===== config.mk =====
export PLATFORM = sky130hd
export DESIGN_NAME = xex_sector_streamer
export DESIGN_NICKNAME = d
export VERILOG_FILES = /design/src/rtl/xex_pkg.sv /design/src/rtl/xex_out_fifo.sv /design/src/rtl/xex_sector_streamer.sv
export SDC_FILE = /design/constraint.sdc
export NUM_CORES = 1
export LEC_CHECK = 0
export ABC_AREA = 1
export CAP_MARGIN = 30
export CELL_PAD_IN_SITES_DETAIL_PLACEMENT = 0
export CELL_PAD_IN_SITES_GLOBAL_PLACEMENT = 1
export CORE_AREA = 2 2 305 307
export CTS_CLUSTER_SIZE = 14
export DETAILED_ROUTE_END_ITERATION = 10
export DIE_AREA = 0 0 307 309
export PLACE_DENSITY = 0.68
export SYNTH_ARGS = -nofsm -noshare
export SYNTH_HDL_FRONTEND = slang
export SYNTH_SLANG_ARGS = --single-unit

===== constraint.sdc =====
create_clock -name clk -period 12.5 [get_ports clk]
set_input_delay 1.25 -clock clk [delete_from_list [all_inputs] [get_ports clk]]
set_output_delay 1.25 -clock clk [all_outputs]
set_load 0.01 [all_outputs]

===== src/rtl/xex_pkg.sv =====
// Shared constants and types for the XEX sector streamer: engine mode codes and the job state machine.
package xex_pkg;

    localparam int BLK_W = 128;

    localparam logic [1:0] XEX_IDLE = 2'b00;
    localparam logic [1:0] XEX_ENC  = 2'b10;
    localparam logic [1:0] XEX_DEC  = 2'b11;

    typedef enum logic [1:0] {
        XS_IDLE  = 2'd0,
        XS_RUN   = 2'd1,
        XS_DRAIN = 2'd2,
        XS_DONE  = 2'd3
    } xs_state_t;

    function automatic logic [1:0] cmd_mode(input logic dec);
        logic [1:0] m;
        if (dec) begin
            m = XEX_DEC;
        end else begin
            m = XEX_ENC;
        end
        return m;
    endfunction

endpackage


===== src/rtl/xex_out_fifo.sv =====
// Result FIFO between the engine and the downstream port; the head entry is presented combinationally.
module xex_out_fifo #(
    parameter int DEPTH = 4,
    parameter int W     = 128,
    parameter int CNT_W = $clog2(DEPTH + 1)
) (
    input  logic             clk,
    input  logic             rst,
    input  logic             push,
    input  logic [W-1:0]     wdata,
    input  logic             pop,
    output logic [W-1:0]     rdata,
    output logic [CNT_W-1:0] count,
    output logic             empty,
    output logic             full
);
    localparam int PTR_W = (DEPTH > 1) ? $clog2(DEPTH) : 1;

    logic [W-1:0]     mem_q [DEPTH];
    logic [PTR_W-1:0] wr_ptr_q;
    logic [PTR_W-1:0] wr_ptr_d;
    logic [PTR_W-1:0] rd_ptr_q;
    logic [PTR_W-1:0] rd_ptr_d;
    logic [CNT_W-1:0] count_q;
    logic [CNT_W-1:0] count_d;
    logic             push_ok;
    logic             pop_ok;

    function automatic logic [PTR_W-1:0] ptr_inc(input logic [PTR_W-1:0] p);
        logic [PTR_W-1:0] r;
        if (p == PTR_W'(DEPTH - 1)) begin
            r = {PTR_W{1'b0}};
        end else begin
            r = p + PTR_W'(1'b1);
        end
        return r;
    endfunction

    assign empty = (count_q == {CNT_W{1'b0}});
    assign full  = (count_q == CNT_W'(DEPTH));
    assign count = count_q;
    assign rdata = mem_q[rd_ptr_q];

    // Pointer and occupancy update; simultaneous push and pop leave the count unchanged.
    always_comb begin
        push_ok  = push & ~full;
        pop_ok   = pop & ~empty;
        wr_ptr_d = wr_ptr_q;
        rd_ptr_d = rd_ptr_q;
        count_d  = count_q;
        if (push_ok) begin
            wr_ptr_d = ptr_inc(wr_ptr_q);
        end else begin
            wr_ptr_d = wr_ptr_q;
        end
        if (pop_ok) begin
            rd_ptr_d = ptr_inc(rd_ptr_q);
        end else begin
            rd_ptr_d = rd_ptr_q;
        end
        if (push_ok && !pop_ok) begin
            count_d = count_q + CNT_W'(1'b1);
        end else if (!push_ok && pop_ok) begin
            count_d = count_q - CNT_W'(1'b1);
        end else begin
            count_d = count_q;
        end
    end

    always_ff @(posedge clk) begin
        if (rst) begin
            wr_ptr_q <= {PTR_W{1'b0}};
            rd_ptr_q <= {PTR_W{1'b0}};
            count_q  <= {CNT_W{1'b0}};
        end else begin
            wr_ptr_q <= wr_ptr_d;
            rd_ptr_q <= rd_ptr_d;
            count_q  <= count_d;
        end
    end

    // Storage needs no reset: entries are only visible through the count.
    always_ff @(posedge clk) begin
        if (push_ok) begin
            mem_q[wr_ptr_q] <= wdata;
        end
    end

endmodule


===== src/rtl/xex_sector_streamer.sv =====
// Streams one sector job of 1..256 blocks into the XEX engine and returns its results downstream.
// Issue is credit-limited so every engine result always has a FIFO slot waiting for it.
module xex_sector_streamer #(
    parameter int BLK_W     = 128,
    parameter int OUT_DEPTH = 4
) (
    input  logic             clk,
    input  logic             rst,
    input  logic             cmd_valid,
    output logic             cmd_ready,
    input  logic             cmd_dec,
    input  logic [BLK_W-1:0] cmd_sector,
    input  logic [7:0]       cmd_nblk,
    input  logic             s_valid,
    output logic             s_ready,
    input  logic [BLK_W-1:0] s_data,
    output logic             m_valid,
    input  logic             m_ready,
    output logic [BLK_W-1:0] m_data,
    output logic             m_last,
    output logic             done,
    output logic             err,
    output logic             in_rdy,
    output logic [1:0]       mode,
    output logic [BLK_W-1:0] sector,
    output logic [BLK_W-1:0] data_in,
    input  logic             busy,
    input  logic             out_rdy,
    input  logic [BLK_W-1:0] data_out
);
    import xex_pkg::*;

    localparam int CNT_W = $clog2(OUT_DEPTH + 1);
    localparam int SUM_W = CNT_W + 1;

    xs_state_t        state_q;
    xs_state_t        state_d;
    logic [BLK_W-1:0] sector_q;
    logic [BLK_W-1:0] sector_d;
    logic [1:0]       mode_q;
    logic [1:0]       mode_d;
    logic [8:0]       nblk_q;
    logic [8:0]       nblk_d;
    logic [8:0]       issued_q;
    logic [8:0]       issued_d;
    logic [8:0]       popped_q;
    logic [8:0]       popped_d;
    logic [CNT_W-1:0] outst_q;
    logic [CNT_W-1:0] outst_d;
    logic             err_q;
    logic             err_d;

    logic [CNT_W-1:0] fifo_cnt;
    logic             fifo_empty;
    logic             fifo_full;
    logic             fifo_push;
    logic             fifo_pop;
    logic             credit;
    logic             cmd_take;
    logic             issue;
    logic             result_ok;
    logic             result_bad;

    xex_out_fifo #(
        .DEPTH (OUT_DEPTH),
        .W     (BLK_W),
        .CNT_W (CNT_W)
    ) u_out_fifo (
        .clk   (clk),
        .rst   (rst),
        .push  (fifo_push),
        .wdata (data_out),
        .pop   (fifo_pop),
        .rdata (m_data),
        .count (fifo_cnt),
        .empty (fifo_empty),
        .full  (fifo_full)
    );

    always_ff @(posedge clk) begin
        if (rst) begin
            state_q  <= XS_IDLE;
            sector_q <= {BLK_W{1'b0}};
            mode_q   <= XEX_IDLE;
            nblk_q   <= 9'd0;
            issued_q <= 9'd0;
            popped_q <= 9'd0;
            outst_q  <= {CNT_W{1'b0}};
            err_q    <= 1'b0;
        end else begin
            state_q  <= state_d;
            sector_q <= sector_d;
            mode_q   <= mode_d;
            nblk_q   <= nblk_d;
            issued_q <= issued_d;
            popped_q <= popped_d;
            outst_q  <= outst_d;
            err_q    <= err_d;
        end
    end

    // Next-state logic of the job sequencer.
    always_comb begin
        state_d = state_q;
        case (state_q)
            XS_IDLE: begin
                if (cmd_valid) state_d = XS_RUN;
                else           state_d = XS_IDLE;
            end
            XS_RUN: begin
                if (issue && ((issued_q + 9'd1) == nblk_q)) state_d = XS_DRAIN;
                else                                         state_d = XS_RUN;
            end
            XS_DRAIN: begin
                if (popped_d == nblk_q) state_d = XS_DONE;
                else                    state_d = XS_DRAIN;
            end
            XS_DONE:  state_d = XS_IDLE;
            default:  state_d = XS_IDLE;
        endcase
    end

    // Moore/handshake outputs; the engine side is combinational so issue costs no cycle.
    always_comb begin
        credit    = ({1'b0, outst_q} + {1'b0, fifo_cnt}) < SUM_W'(OUT_DEPTH);
        cmd_ready = (state_q == XS_IDLE);
        done      = (state_q == XS_DONE);
        if ((state_q == XS_RUN) || (state_q == XS_DRAIN)) begin
            mode = mode_q;
        end else begin
            mode = XEX_IDLE;
        end
        if (state_q == XS_RUN) begin
            in_rdy = s_valid & credit & (issued_q < nblk_q);
        end else begin
            in_rdy = 1'b0;
        end
        s_ready = in_rdy & ~busy;
        data_in = s_data;
        sector  = sector_q;
        m_valid = ~fifo_empty;
        m_last  = m_valid & (popped_q == (nblk_q - 9'd1));
        err     = err_q;
    end

    // Job bookkeeping: a result with nothing outstanding is flagged and dropped.
    always_comb begin
        cmd_take   = (state_q == XS_IDLE) & cmd_valid;
        issue      = s_ready;
        result_ok  = out_rdy & (outst_q != {CNT_W{1'b0}});
        result_bad = out_rdy & (outst_q == {CNT_W{1'b0}});
        fifo_push  = result_ok & ~fifo_full;
        fifo_pop   = m_valid & m_ready;
        sector_d   = sector_q;
        mode_d     = mode_q;
        nblk_d     = nblk_q;
        issued_d   = issued_q;
        popped_d   = popped_q;
        outst_d    = outst_q;
        err_d      = err_q | result_bad;
        if (cmd_take) begin
            sector_d = cmd_sector;
            mode_d   = cmd_mode(cmd_dec);
            if (cmd_nblk == 8'd0) nblk_d = 9'd256;
            else                  nblk_d = {1'b0, cmd_nblk};
            issued_d = 9'd0;
            popped_d = 9'd0;
            outst_d  = {CNT_W{1'b0}};
        end else begin
            if (issue) issued_d = issued_q + 9'd1;
            else       issued_d = issued_q;
            if (fifo_pop) popped_d = popped_q + 9'd1;
            else          popped_d = popped_q;
            outst_d = outst_q + {{(CNT_W-1){1'b0}}, issue} - {{(CNT_W-1){1'b0}}, result_ok};
        end
    end

endmodule


# --- After elaboration in Yosys (flattened, before gate mapping) ---
# Memory sizes are Yosys's and may differ from the RTL's. A register that Yosys moved wholly into a read port is not among the register bits.
# Index checks and enable logic that the tools add are counted.
# W data, S select, Z words.
word_totals:
  regBits: 170
  mem_count: 1
  ram_bits: 512
memory_table:
  columns: ["name", "depth", "width", "rd", "rd_ports_with_merged_regs", "write_ports", "line_no", "rtl"]
  rows:
  - ["u_out_fifo.mem_q", 4, 128, 1, 1, 1, "xex_out_fifo.sv:19", "logic [W-1:0] mem_q [DEPTH];"]
classes:
  reduce_logical: 13
  eq_ne: 9
  n_bitwise: 15
  n_addsub: 10
  n_mux: 18
  n_lt_le_gt_ge: 2
op_table:
  columns: ["cell", "n"]
  rows:
  - ["$eq A9 B9 Y1", 3]
  - ["$mux W9", 3]
  - ["$add A9 B1 Y9 const B", 2]
  - ["$mux W2", 6]
  - ["$and A1 B1 Y1", 11]
  - ["$lt A9 B9 Y1", 1]
  - ["$sub A9 B1 Y9 const B", 1]
  - ["$eq A2 B2 Y1 const B", 4]
  - ["$logic_not A8 Y1", 1]
  - ["$pmux W2 S4", 1]
  - ["$logic_not A3 Y1", 2]
  - ["$mux W1", 6]
  - ["$mux W3", 2]
  - ["$add A2 B1 Y2 const B", 2]
  - ["$add A3 B3 Y4", 1]
  - ["$lt A4 B3 Y1 const B", 1]
  - ["$add A3 B1 Y3", 1]
  - ["$add A3 B1 Y3 const B", 1]
  - ["$eq A3 B3 Y1 const B", 1]
  - ["$logic_and A1 B1 Y1", 3]
  - ["$not A1 Y1", 3]
  - ["$reduce_bool A3 Y1", 1]
  - ["$sub A3 B1 Y3", 1]
  - ["$sub A3 B1 Y3 const B", 1]
  - ["other kinds (7)", 8]

# --- Logic depth before layout (Yosys ltp) ---
depth:
  ltp_word: 9
  ltp_mapped: 18

# --- By module ---
# From an unflattened synthesis, not the netlist that was laid out.
hier_totals:
  hier_cells: 2392
  hier_area_um2: 27710.3
modules_own_cells:
  columns: ["mod", "area_each_um2", "n_inst", "seq_area_each_um2", "cells_per_inst"]
  rows:
  - ["xex_out_fifo", 19829.0, 1, 15554.9, 1309]
  - ["xex_sector_streamer", 7881.3, 1, 3263.1, 1083]

# --- Least setup slack after synthesis ---
# No wires, ideal clock.
synth_path:
  path_type: "in2reg"
  start: "in out_rdy"
  end: "mem u_out_fifo.mem_q[0][0], enable pin"
  arrival_ns: 6.913
  t_required_ns: 11.883
  n_path_buf: 0
  setup_ns: 0.617
  cell_stages: 4
  path_slack_ns: 4.970
  cell_sequence: "nand2_1 > a21oi_1 > inv_1 > nor2_1"
synth_via:
  elab_chain_len: 5
synth_lines:
  columns: ["element", "line_no", "rtl"]
  rows:
  - ["start: declaration", "xex_sector_streamer.sv:28", "input logic out_rdy,"]
  - ["$and A1 B1 Y1", "xex_sector_streamer.sv:150", "result_ok = out_rdy & (outst_q != {CNT_W{1'b0}});"]
  - ["$and A1 B1 Y1", "xex_sector_streamer.sv:152", "fifo_push = result_ok & ~fifo_full;"]
  - ["$and A1 B1 Y1", "xex_out_fifo.sv:46", "push_ok = push & ~full;"]
  - ["net u_out_fifo.push_ok", "xex_out_fifo.sv:26", "logic push_ok;"]
  - ["$mux W1", "xex_out_fifo.sv:84", "if (push_ok) begin"]
  - ["$mux W1 (implied by the code)", "xex_out_fifo.sv:85", "mem_q[wr_ptr_q] <= wdata;"]
  - ["end: declaration", "xex_out_fifo.sv:19", null]
# The timed path passes the listed nets, and every way through them passes these cells.

==> results.sh <==
export IMPL_yosys_area_top_type="edfxtp_1"
export IMPL_avgSynthCellArea_um2=11.4
export IMPL_ir_worst_vdd_uv=113
export IMPL_cp_required_ns=11.25
export IMPL_rsz0062_at_grt="false"
export IMPL_grt_max_degree=167
export IMPL_layout_drive_gt1_share_pct=5.85
export IMPL_cpPeakStageDelay_ns=0.81
export IMPL_yosysWarningCount=0
export IMPL_via_per_inst=4.66
export IMPL_first_pass_iters=5
export IMPL_slew_violations=0
export IMPL_synth_xor_area_share_pct=0.549
export IMPL_instances_no_fill=4012
export IMPL_synthSimpleGateAreaFrac_pct=11.0
export IMPL_finalCritPeriodShare_pct=44.5
export IMPL_hold_start="err"
export IMPL_drcViolationCount=0
export IMPL_start_kind="register"
export IMPL_io_pins=793
export IMPL_cts_buffers=77
export IMPL_die_w_um=307
export IMPL_coreArea_mm2=0.0914
export IMPL_hold_ws_ns=0.451
export IMPL_placed_cells=3864
export IMPL_syn_inst=2386
export IMPL_vias=18704
export IMPL_grt_pass1_vias=18331
export IMPL_relSlewSlack_pct=35.4
export IMPL_syn_nets=2814
export IMPL_portBuffers=536
export IMPL_min_path_type="reg -> reg"
export IMPL_ys_flop_type="edfxtp_1"
export IMPL_clk_pin_slew_ns=0.05
export IMPL_synth_area_mux_share_pct=0
export IMPL_ys_seq_area_share_pct=69.3
export IMPL_syn2layout_area_growth_pct=30.4
export IMPL_reg2reg_from="outst_q[1]"
export IMPL_synth_compound_area_share_pct=11.3
export IMPL_synth_top_cells_by_area="edfxtp_1 (57%), dfxtp_1 (13%), nor2_1 (8.0%)"
export IMPL_dp_hpwl_um=55300
export IMPL_antenna_found_initial=15
export IMPL_rr_worst_depth=8
export IMPL_r2r_slack_ns=8.56
export IMPL_clockRootBuffer="clkbuf_16"
export IMPL_path_delay_family="buffers and inverters"
export IMPL_r2r_end="u_out_fifo.mem_q[2][97]"
export IMPL_cpMostUsedCell="buf_4"
export IMPL_worstPathCellList="buf_4 > buf_4 > buf_16 > o21ai_0 > o22ai_1 > clkdlybuf4s50_1"
export IMPL_finalCoreUtilization_pct=38.7
export IMPL_post_cts_resized=0
export IMPL_holdPathEnd="err"
export IMPL_total_power_uw=7110
export IMPL_max_freq_mhz=180
export IMPL_detail_route_wl_per_cell_um=20.8
export IMPL_synthArstFlopShare_pct=0
export IMPL_gp_congestion=0.807
export IMPL_period_minus_slack_ns=5.56
export IMPL_tightest_slew_ns=0.969
export IMPL_synthAdderAreaFrac_pct=1.35
export IMPL_synth_cell_area_mm2=0.0271
export IMPL_synth_top_area_share_pct=56.6
export IMPL_p_leak_uw=0.0122
export IMPL_htree_levels=3
export IMPL_tns_ns=0
export IMPL_drtAntennaViolNets=0
export IMPL_clockBufferDepth=3
export IMPL_cts_setup_buffers=0
export IMPL_critPathBufInv=4
export IMPL_path_max_fanout=90
export IMPL_nNetsFinal=3187
export IMPL_p_per_area_mw_per_mm2=201
export IMPL_maxCapViolCount=0
export IMPL_grt_use_total_pct=17.1
export IMPL_end_kind="output port"
export IMPL_die_area_mm2=0.0949
export IMPL_ys_seq_elements=684
export IMPL_drtIter0Drc=1182
export IMPL_status="completed"
export IMPL_worst_setup_path_type="reg -> out"
export IMPL_insertion_delay_ns=0.65
export IMPL_synth_edf_count=512
export IMPL_post_synth_num_cell_types=39
export IMPL_synth_top_family_by_area="compound AO/OA/AOI/OAI gates"
export IMPL_cts_sinks=684
export IMPL_synthTopCellsByCount="nor2_1 (575), edfxtp_1 (512), o21ai_0 (402), dfxtp_1 (172), buf_4 (129)"
export IMPL_drt_total_wl_um=83600
export IMPL_worstPathArrival_ns=4.31
export IMPL_cts_tree="done"
export IMPL_rows=111
export IMPL_min_path_cells=2
export IMPL_cp_slowest_cell="buf_4"
export IMPL_hold_viol=0
export IMPL_synth_most_common_cell="nor2_1"
export IMPL_fin_worst_skew_ns=0.0442
export IMPL_finalSetupViolCount=0
export IMPL_grt_pass1_wl_um=121000
export IMPL_start_util_pct=29.7
export IMPL_overflow=0
export IMPL_cts_hold_buffers=0
export IMPL_die_h_um=309
[area by class of cell]
type / count / area, µm²
antenna: 4 / 10.0
clock buffer: 104 / 2110
clock inverter: 38 / 467
fill: 8879 / 56000
inverter: 67 / 265
multi-input combinational: 1370 / 6590
sequential: 684 / 18800
tap: 1186 / 1480
timing repair buffer: 559 / 5640
[worst max-delay path by stage]
| stage | from | end | slack [ns] | cells after the start |
|---|---|---|---|---|
| floorplan | out_rdy | u_out_fifo.mem_q[0][0] | 4.97 | 4 |
| global placement | out_rdy | u_out_fifo.mem_q[2][125] | 7.29 | 7 |
| detailed placement | out_rdy | u_out_fifo.mem_q[2][125] | 7.29 | 7 |
| CTS | register | m_data[106] | 6.81 | 6 |
| global route | register | m_data[106] | 6.58 | 6 |
| finish | register | m_data[106] | 6.94 | 6 |
[cells by family after synthesis]
family | Yosys count
AO/OA/AOI/OAI | 575
XOR/XNOR | 17
adder cells (fa/ha/maj) | 28
buffers and inverters | 332
flip-flops | 684
AND/OR/NAND/NOR | 750
[sequential cells by signal, summed over array words and instances, names as in the netlist, 2 cells and up, named ones only]
| signal | count |
|---|---|
| u_out_fifo.rd_ptr_q | 2 |
| outst_q | 3 |
| sector | 128 |
| u_out_fifo.count | 3 |
| mode_q | 2 |
| issued_q | 9 |
| nblk_q | 9 |
| u_out_fifo.wr_ptr_q | 2 |
| u_out_fifo.mem_q | 512 |
| popped_q | 9 |
[stage by stage]
stage                     setup WS [ns]  cell area, µm²
after floorplan                    4.97           27100
final                              6.94           35400
after global placement             7.29           32700
after global routing               6.58           35400
after CTS                          6.81           35300
after detailed placement           7.29           32800
[power by group]
group	internal [µW]	switching, µW	leakage (µW)
sequential	2690	114	0.00603
combinational	895	1150	0.00489
clock	1310	953	0.00126
total	4890	2220	0.0122
[layer usage]
metal	vias up	wire, µm	track usage [%]	part of all wire (%)
met3	204	7690	6.75	9.2
met4	22	4140	8.70	4.9
li1	9014	-	-	-
met1	8806	30600	18.1	37
met5	-	152	0	0.18
met2	658	41000	29.4	49
[tightest hold or removal path: stages (launching register included)]
cell and delay (ns):
dfxtp_1 0.31, inv_1 0.05, a21oi_1 0.05
[layout by cell type (no fill, tap or decap), types with 16 or more instances in the layout]
master           netlist  final
clkinv_2               0     16
clkdlybuf4s50_1        0    536
clkbuf_16              0     77
clkbuf_1             109     19
nor2_1               575    571
o22ai_1              128    128
a21oi_1               28     28
buf_4                129     17
inv_1                 63     60
dfxtp_1              172    170
nand3_1               38     38
o21ai_0              402    402
ha_1                  26     26
nand2_1              103    103
edfxtp_1             512    512
Note: power is estimated with default switching activity, not from simulation.
